[src/rtl/fetch_pkg.sv]
// Shared definitions for the instruction fetch stage.
// Holds the fetch FSM state type, the default bubble encoding and the
// default instruction/address width and instruction memory depth.
package fetch_pkg;

    localparam int DEFAULT_N         = 24;
    localparam int DEFAULT_MEM_DEPTH = 1024;

    // Encoding placed into IF/ID whenever no real instruction is present.
    localparam logic [DEFAULT_N-1:0] NOP_INSTR = 24'h000000;

    typedef enum logic [1:0] {
        IDLE   = 2'd0,
        RUN    = 2'd1,
        HALTED = 2'd2
    } fetch_state_t;

endpackage

[src/rtl/fetch_stage_pc_reg.sv]
// Program counter register with next-PC selection and address wrap.
// Ports: clk/rst (sync, active-high), advance (take PC+1), redirect
// (take target mod MEM_DEPTH, wins over advance), target, pc (register out).
module pc_reg #(
    parameter int N         = fetch_pkg::DEFAULT_N,
    parameter int MEM_DEPTH = fetch_pkg::DEFAULT_MEM_DEPTH
) (
    input  logic         clk,
    input  logic         rst,
    input  logic         advance,
    input  logic         redirect,
    input  logic [N-1:0] target,
    output logic [N-1:0] pc
);

    localparam logic [N-1:0] LAST_ADDR = N'(MEM_DEPTH - 1);
    localparam logic [N-1:0] DEPTH     = N'(MEM_DEPTH);

    logic [N-1:0] seq_pc;
    logic [N-1:0] wrapped_target;
    logic [N-1:0] next_pc;

    // Sequential fetch wraps from the last memory word back to word 0.
    assign seq_pc         = (pc == LAST_ADDR) ? '0 : pc + N'(1);
    // Branch targets outside the memory fold back into it.
    assign wrapped_target = target % DEPTH;

    always_comb begin
        next_pc = pc;
        if (redirect) begin
            next_pc = wrapped_target;
        end else if (advance) begin
            next_pc = seq_pc;
        end
    end

    always_ff @(posedge clk) begin
        if (rst) begin
            pc <= '0;
        end else begin
            pc <= next_pc;
        end
    end

endmodule

[src/rtl/fetch_stage.sv]
// Instruction fetch stage: PC (via pc_reg), IF/ID pipeline register and
// IDLE/RUN/HALTED control FSM. pc_out addresses a word-addressed memory whose
// data returns on instr_in in the same cycle; it lands on instr_id one edge later.
// Ports: clk, rst (sync active-high), start, halt, stall, branch_taken,
// branch_target, pc_out, instr_in, instr_id, pc_id, valid_id, running.
// Optional: define FETCH_TRACE_EN to print captured instructions and redirects.
module fetch_stage #(
    parameter int             N         = fetch_pkg::DEFAULT_N,
    parameter int             MEM_DEPTH = fetch_pkg::DEFAULT_MEM_DEPTH,
    parameter logic [N-1:0]   NOP_INSTR = N'(fetch_pkg::NOP_INSTR)
) (
    input  logic         clk,
    input  logic         rst,
    input  logic         start,
    input  logic         halt,
    input  logic         stall,
    input  logic         branch_taken,
    input  logic [N-1:0] branch_target,
    output logic [N-1:0] pc_out,
    input  logic [N-1:0] instr_in,
    output logic [N-1:0] instr_id,
    output logic [N-1:0] pc_id,
    output logic         valid_id,
    output logic         running
);

    import fetch_pkg::*;

    fetch_state_t state;

    logic pc_advance;
    logic pc_redirect;

    assign running = (state == RUN);

    // halt outranks branch and stall: the PC simply freezes where it is.
    assign pc_redirect = running && !halt && branch_taken;
    assign pc_advance  = running && !halt && !branch_taken && !stall;

    pc_reg #(
        .N         (N),
        .MEM_DEPTH (MEM_DEPTH)
    ) u_pc_reg (
        .clk      (clk),
        .rst      (rst),
        .advance  (pc_advance),
        .redirect (pc_redirect),
        .target   (branch_target),
        .pc       (pc_out)
    );

    always_ff @(posedge clk) begin
        if (rst) begin
            state    <= IDLE;
            instr_id <= NOP_INSTR;
            pc_id    <= '0;
            valid_id <= 1'b0;
        end else begin
            case (state)
                IDLE: begin
                    instr_id <= NOP_INSTR;
                    valid_id <= 1'b0;
                    if (start) begin
                        state <= RUN;
                    end
                end
                RUN: begin
                    if (halt) begin
                        // The word fetched this cycle is dropped.
                        state    <= HALTED;
                        instr_id <= NOP_INSTR;
                        valid_id <= 1'b0;
                    end else if (branch_taken) begin
                        // Wrong-path word becomes a bubble tagged with its PC.
                        instr_id <= NOP_INSTR;
                        pc_id    <= pc_out;
                        valid_id <= 1'b0;
                    end else if (!stall) begin
                        instr_id <= instr_in;
                        pc_id    <= pc_out;
                        valid_id <= 1'b1;
                    end
                end
                HALTED: begin
                    // Only rst leaves this state; start is deliberately ignored.
                    instr_id <= NOP_INSTR;
                    valid_id <= 1'b0;
                end
                default: begin
                    state    <= IDLE;
                    instr_id <= NOP_INSTR;
                    valid_id <= 1'b0;
                end
            endcase
        end
    end

`ifdef FETCH_TRACE_EN
    always @(posedge clk) begin
        if (!rst && running && !halt) begin
            if (branch_taken) begin
                $display("fetch: redirect pc %0d -> %0d", pc_out, branch_target % N'(MEM_DEPTH));
            end else if (!stall) begin
                $display("fetch: pc=%b instr=%b", pc_out, instr_in);
            end
        end
    end
`else
`endif

endmodule

[config.mk]
export PLATFORM = sky130hd
export DESIGN_NAME = fetch_stage
export DESIGN_NICKNAME = d
export VERILOG_FILES = /design/src/rtl/fetch_pkg.sv /design/src/rtl/fetch_stage_pc_reg.sv /design/src/rtl/fetch_stage.sv
export SDC_FILE = /design/constraint.sdc
export NUM_CORES = 1
export LEC_CHECK = 0
export BUFFER_PORTS_ARGS = -buffer_cell sky130_fd_sc_hd__buf_2
export CAP_MARGIN = 20
export CORE_ASPECT_RATIO = 0.8
export CORE_MARGIN = 1
export CORE_UTILIZATION = 30
export DETAILED_ROUTE_END_ITERATION = 10
export PLACE_DENSITY = 0.66
export SLEW_MARGIN = 20
export SYNTH_ARGS = -nofsm -noshare
export SYNTH_HDL_FRONTEND = slang
export SYNTH_HIERARCHICAL = 1
export SYNTH_SLANG_ARGS = --single-unit
[constraint.sdc]
create_clock -name clk -period 3.2 [get_ports clk]
set_input_delay 0.96 -clock clk [delete_from_list [all_inputs] [get_ports clk]]
set_output_delay 0.96 -clock clk [all_outputs]
set_load 0.01 [all_outputs]
# After elaboration in Yosys (flattened, before gate mapping)
# Index checks and enable logic that the tools add are counted.
# op_classes
n_addsub,1
n_eq_ne,6
mux,8
bitwise_logic,3
n_reduce_logical,13
# op_table
operator,count
2-to-1 mux 24 bit,3
adder 24 x 1 -> 24 bit (second input constant),1
equality test 24 x 10 -> 1 bit (second input constant),1
2-to-1 mux 10 bit,2
case mux 2 bit (3 select lines),1
AND reduction 3 bit,2
logical AND 1 bit,4
2-to-1 mux 2 bit,2
!= test 2 bit (second input constant),2
OR reduction 4 bit,1
logical NOT 1 bit,3
inverter 1 bit,3
equality test 2 x 1 -> 1 bit (second input constant),1
equality test 2 bit (second input constant),1
logical NOT 2 bit,1
!= test 2 x 1 -> 1 bit (second input constant),1
nonzero test 2 bit,1
OR reduction 2 bit,1
# totals
reg_bits,75
input_bits,54
word_cells,37

# Depth between registers and ports, before layout
# logic_depth
ltp_word,6
mapped_depth,9
ltp_nobuf,6

# By module
# Netlist, hierarchy kept.
# by_module_without_submodules
module,n_inst,cells_per_inst,area_each_um2,seq_area_each_um2
fetch_stage,1,199,2070.7,1021.0
pc_reg,1,159,1295.0,480.5

# Least setup slack after synthesis
# No wires, ideal clock.
# synth_path
path_kind,input -> register
start,input stall
end,register u_pc_reg.pc[17]
setup_time_ns,0.125
arrival_ns,3.039
slack_ns,0.035
path_stages,9
cell_sequence,buf_2 -> buf_1 -> nor3_1 -> buf_2 -> nand2_1 -> or4_2 -> o21ai_2 -> buf_6 -> a21oi_1
# synth_between
elab_chain_len,2
# synth_lines
item,line_no,rtl
"start, declared",fetch_stage.sv:16,"input logic stall,"
logical NOT 1 bit,-,
logical AND 1 bit,fetch_stage.sv:38,assign pc_advance = running && !halt && !branch_taken && !stall;
net pc_advance,fetch_stage.sv:31,logic pc_advance;
"end signal, assigned",fetch_stage_pc_reg.sv:41,pc <= next_pc;
"end, declared",fetch_stage_pc_reg.sv:13,output logic [N-1:0] pc
# The timed path passes the listed nets, and every way through them passes these cells.
# A chain may end at the register's enable or synchronous reset.

# Final worst setup path
# layout_path
start,input halt
end,register u_pc_reg.pc[17]
# layout_between
elab_chain_len,4
# layout_lines
item,line_no,rtl
"start, declared",fetch_stage.sv:15,"input logic halt,"
logical NOT 1 bit,fetch_stage.sv:38,
logical AND 1 bit (3 in series),fetch_stage.sv:38,
net pc_advance,fetch_stage.sv:31,
# The timed path passes the listed nets, and every way through them passes these cells.

==> run_results.csv <==
group,metric,value,unit
timing,maxSlewHeadroom,45.5,%
synth,yosysSeqAreaShare,44.6,%
worst_hold_path,min_to,"valid_id",
worst_hold_path,hold_start,"valid_id",
global_route,grt_pass1_wl,14.0,mm
die,core_area,10900,um^2
final_layout,fin_cells,623,
synth,yosysTopAreaCellShare,44.6,%
die,die_area,11600,um^2
synth,synth_common_cells,"dfxtp_1, mux2i_1, nand2b_1",
clock_network,cts_tree,"yes",
synth,yosysUniqueCellTypes,43,
routing,antenna_left,0,
critical_path,cp-end-kind,"register",
routing,vias,2977,
critical_path,crit_top_cell,"or4_1",
critical_path,r2r-start,"state[0]",
critical_path,crit_slowest_cell,"or4_1",
die,ios,128,
routing,drc_errors,0,
routing,wl,8.69,mm
timing,worst_pin_slew,0.818,ns
final_layout,areaGrowthSynthToFinish,31.7,%
timing,fin_crit_sh,90.0,%
die,rows,34,
die,die_height,96.7,um
timing,slew_violations,0,
worst_hold_path,holdCritPathClass,"reg2reg",
critical_path,crit_fanout,11,
final_layout,diodes,0,
final_layout,num-nets-final,529,
clock_network,root_buffer,"clkbuf_16",
die,initial_utilization,30.9,%
placement,dp_hpwl,6.30,mm
global_route,grt_max_degree,29,
timing,finalCriticalPeriod,2.88,ns
critical_path,path_class,"in2reg",
final_layout,post-route-util,40.7,%
critical_path,path_cells,"buf_2 > or3b_4 > nor3_1 > buf_4 > nand4_1 > or4_1 > or4_1 > a21oi_1",
synth,synthCells,358,
placement,dpl_cell_area,4090,um^2
global_route,grtUsageTotal,15.4,%
synth,synth_edf_count,0,
timing,hold_ws,0.462,ns
synth,ys_ff_latch,75,
critical_path,startpoint_type,"primary input",
placement,post-place-cells,607,
clock_network,cts_made_buffers,9,
placement,portBuffers,113,
flow_run,drv_cap,0,
clock_network,cts_max_path_buffers,2,
timing,rsz0062_at_grt,"no",
routing,first_pass_iters,4,
synth,ys_async_sr_fraction,0,%
pwr,power_density,508,nW/um^2
run_status,status,"completed",
timing,fin_tns_setup,0,ns
routing,drt_iter0_drc,127,
global_route,gr-total-overflow,0,
synth,yosysWarningCount,6,
timing,finClkSkew,0.00866,ns
synth,synth_area_per_cell,9.40,um^2
synth,syn-cell-area,3370,um^2
final_layout,fill_cells,1095,
clock_network,clkSlewWorstSetupHoldPaths,0.06,ns
synth,yosys.cell_count.top_type,"dfxtp_1",
global_route,first_global_vias,2823,
clock_network,htree_levels,3,
critical_path,required,3.47,ns
synth,syn_nets,413,
clock_network,postCtsResizedCells,0,
critical_path,crit_arrival,3.15,ns
critical_path,cpPeakStageDelay,0.54,ns
worst_hold_path,hold_depth,2,
timing,setup_violations,0,
timing,hold_violations,0,
critical_path,reg2regPathDepth,7,
critical_path,reg2reg_slack,0.67,ns
final_layout,drive_gt1_share,31.7,%
clock_network,cts_hold_buf,0,
pwr,ir_drop,281,uV
synth,synth_area_leaders,"dfxtp_1, mux2i_1, nand2b_1",
global_route,antenna_found_initial,0,
routing,wire_per_inst,13.9,um
routing,vias_per_cell,4.78,
placement,globalplace.congestion,0.743,
pwr,p_leak,1.87,nW
final_layout,design_area,4430,um^2
die,die_w,120,um
clock_network,clkSinkCount,75,
clock_network,clk_latency,0.33,ns
clock_network,cts_setup_buffers,0,
synth,synth-main-ff-cell,"dfxtp_1",
timing,max_freq,347,MHz
critical_path,timing.rr.end,"u_pc_reg/pc[17]",
synth,yosys.area.top_type,"dfxtp_1",
==> where the power goes <==
part	switching, mW	internal (mW)
sequential	0.0114	0.942
combinational	0.0624	0.0660
clock	0.403	0.768
total	0.477	1.78
==> worst max-delay path, delay by kind of cell <==
kind            cells  cell delay [ns]
simple gates        5             1.68
buf+inv             2             0.33
compound gates      1             0.16
==> through the flow <==
| stage | setup slack (ns) | power [mW] |
|---|---|---|
| 6_report | 0.320 | 2.25 |
| 3_5_place_dp | 0.0526 | 1.10 |
| 2_1_floorplan | 0.0353 | 1.05 |
| 3_3_place_gp | 0.105 | 1.10 |
| 4_1_cts | 0.383 | 2.29 |
| 5_1_grt | 0.239 | 2.34 |
==> how the worst max path moves through the flow <==
| stage | start | cells past startpoint | to | slack (ns) |
|---|---|---|---|---|
| after floorplan | stall | 9 | u_pc_reg/pc[17] | 0.04 |
| after detailed placement | halt | 8 | u_pc_reg/pc[16] | 0.05 |
| after global placement | halt | 8 | u_pc_reg/pc[21] | 0.11 |
| final | halt | 8 | u_pc_reg/pc[17] | 0.32 |
| after global routing | halt | 8 | u_pc_reg/pc[22] | 0.24 |
| after CTS | halt | 8 | u_pc_reg/pc[17] | 0.38 |
==> cells in the final DEF (no fill, tap or decap), types with 3 or more instances in the layout <==
cell         n
nand2_1     12
o31ai_1      4
o22ai_1      3
clkbuf_16    9
inv_1       10
bufinv_16    3
o21ai_0     11
nand3_1      6
nor4_1       4
inv_6        3
nand4_1      7
nand2b_1    48
nor2_1      34
a21oi_1     18
or4_1        6
dfxtp_1     75
xnor2_1      7
buf_2      113
buf_4       12
nor3_1       3
or3_1       10
mux2i_1     51
==> area by class of cell <==
| type | count | area [um^2] | area share, % |
|---|---|---|---|
| multi-input cells | 253 | 1710 | 38.6 |
| flip-flops and latches | 75 | 1500 | 33.9 |
| repair buffers | 125 | 656 | 14.8 |
| clock buffers | 9 | 225 | 5.08 |
| well taps | 144 | 180 | 4.07 |
| clock inverters | 7 | 121 | 2.74 |
| inverters | 10 | 37.5 | 0.847 |
==> metal layers <==
| layer | share of wire, % | vias up | global-route usage [%] | routed length [um] |
|---|---|---|---|---|
| met5 | 0 | - | 0 | 0 |
| met3 | 4.8 | 12 | 4.30 | 420 |
| li1 | - | 1477 | - | - |
| met1 | 47 | 1410 | 19.1 | 4110 |
| met4 | 1.6 | 0 | 6.08 | 142 |
| met2 | 46 | 78 | 25.1 | 4020 |
==> cell families (layout without fill, tap and decap cells) <==
kind of cell | Yosys count | in the layout | share of synthesized area [%]
muxes | 51 | 51 | 15.2
xor gates and xnor gates | 9 | 9 | 2.34
buffers and inverters | 30 | 151 | 4.80
DFF | 75 | 75 | 44.6
AOI/OAI and AO/OA | 46 | 46 | 8.18
adders and majority gates | 1 | 1 | 0.372
and+or+nand+nor | 146 | 146 | 24.5
(Power assumes the default switching activity.)
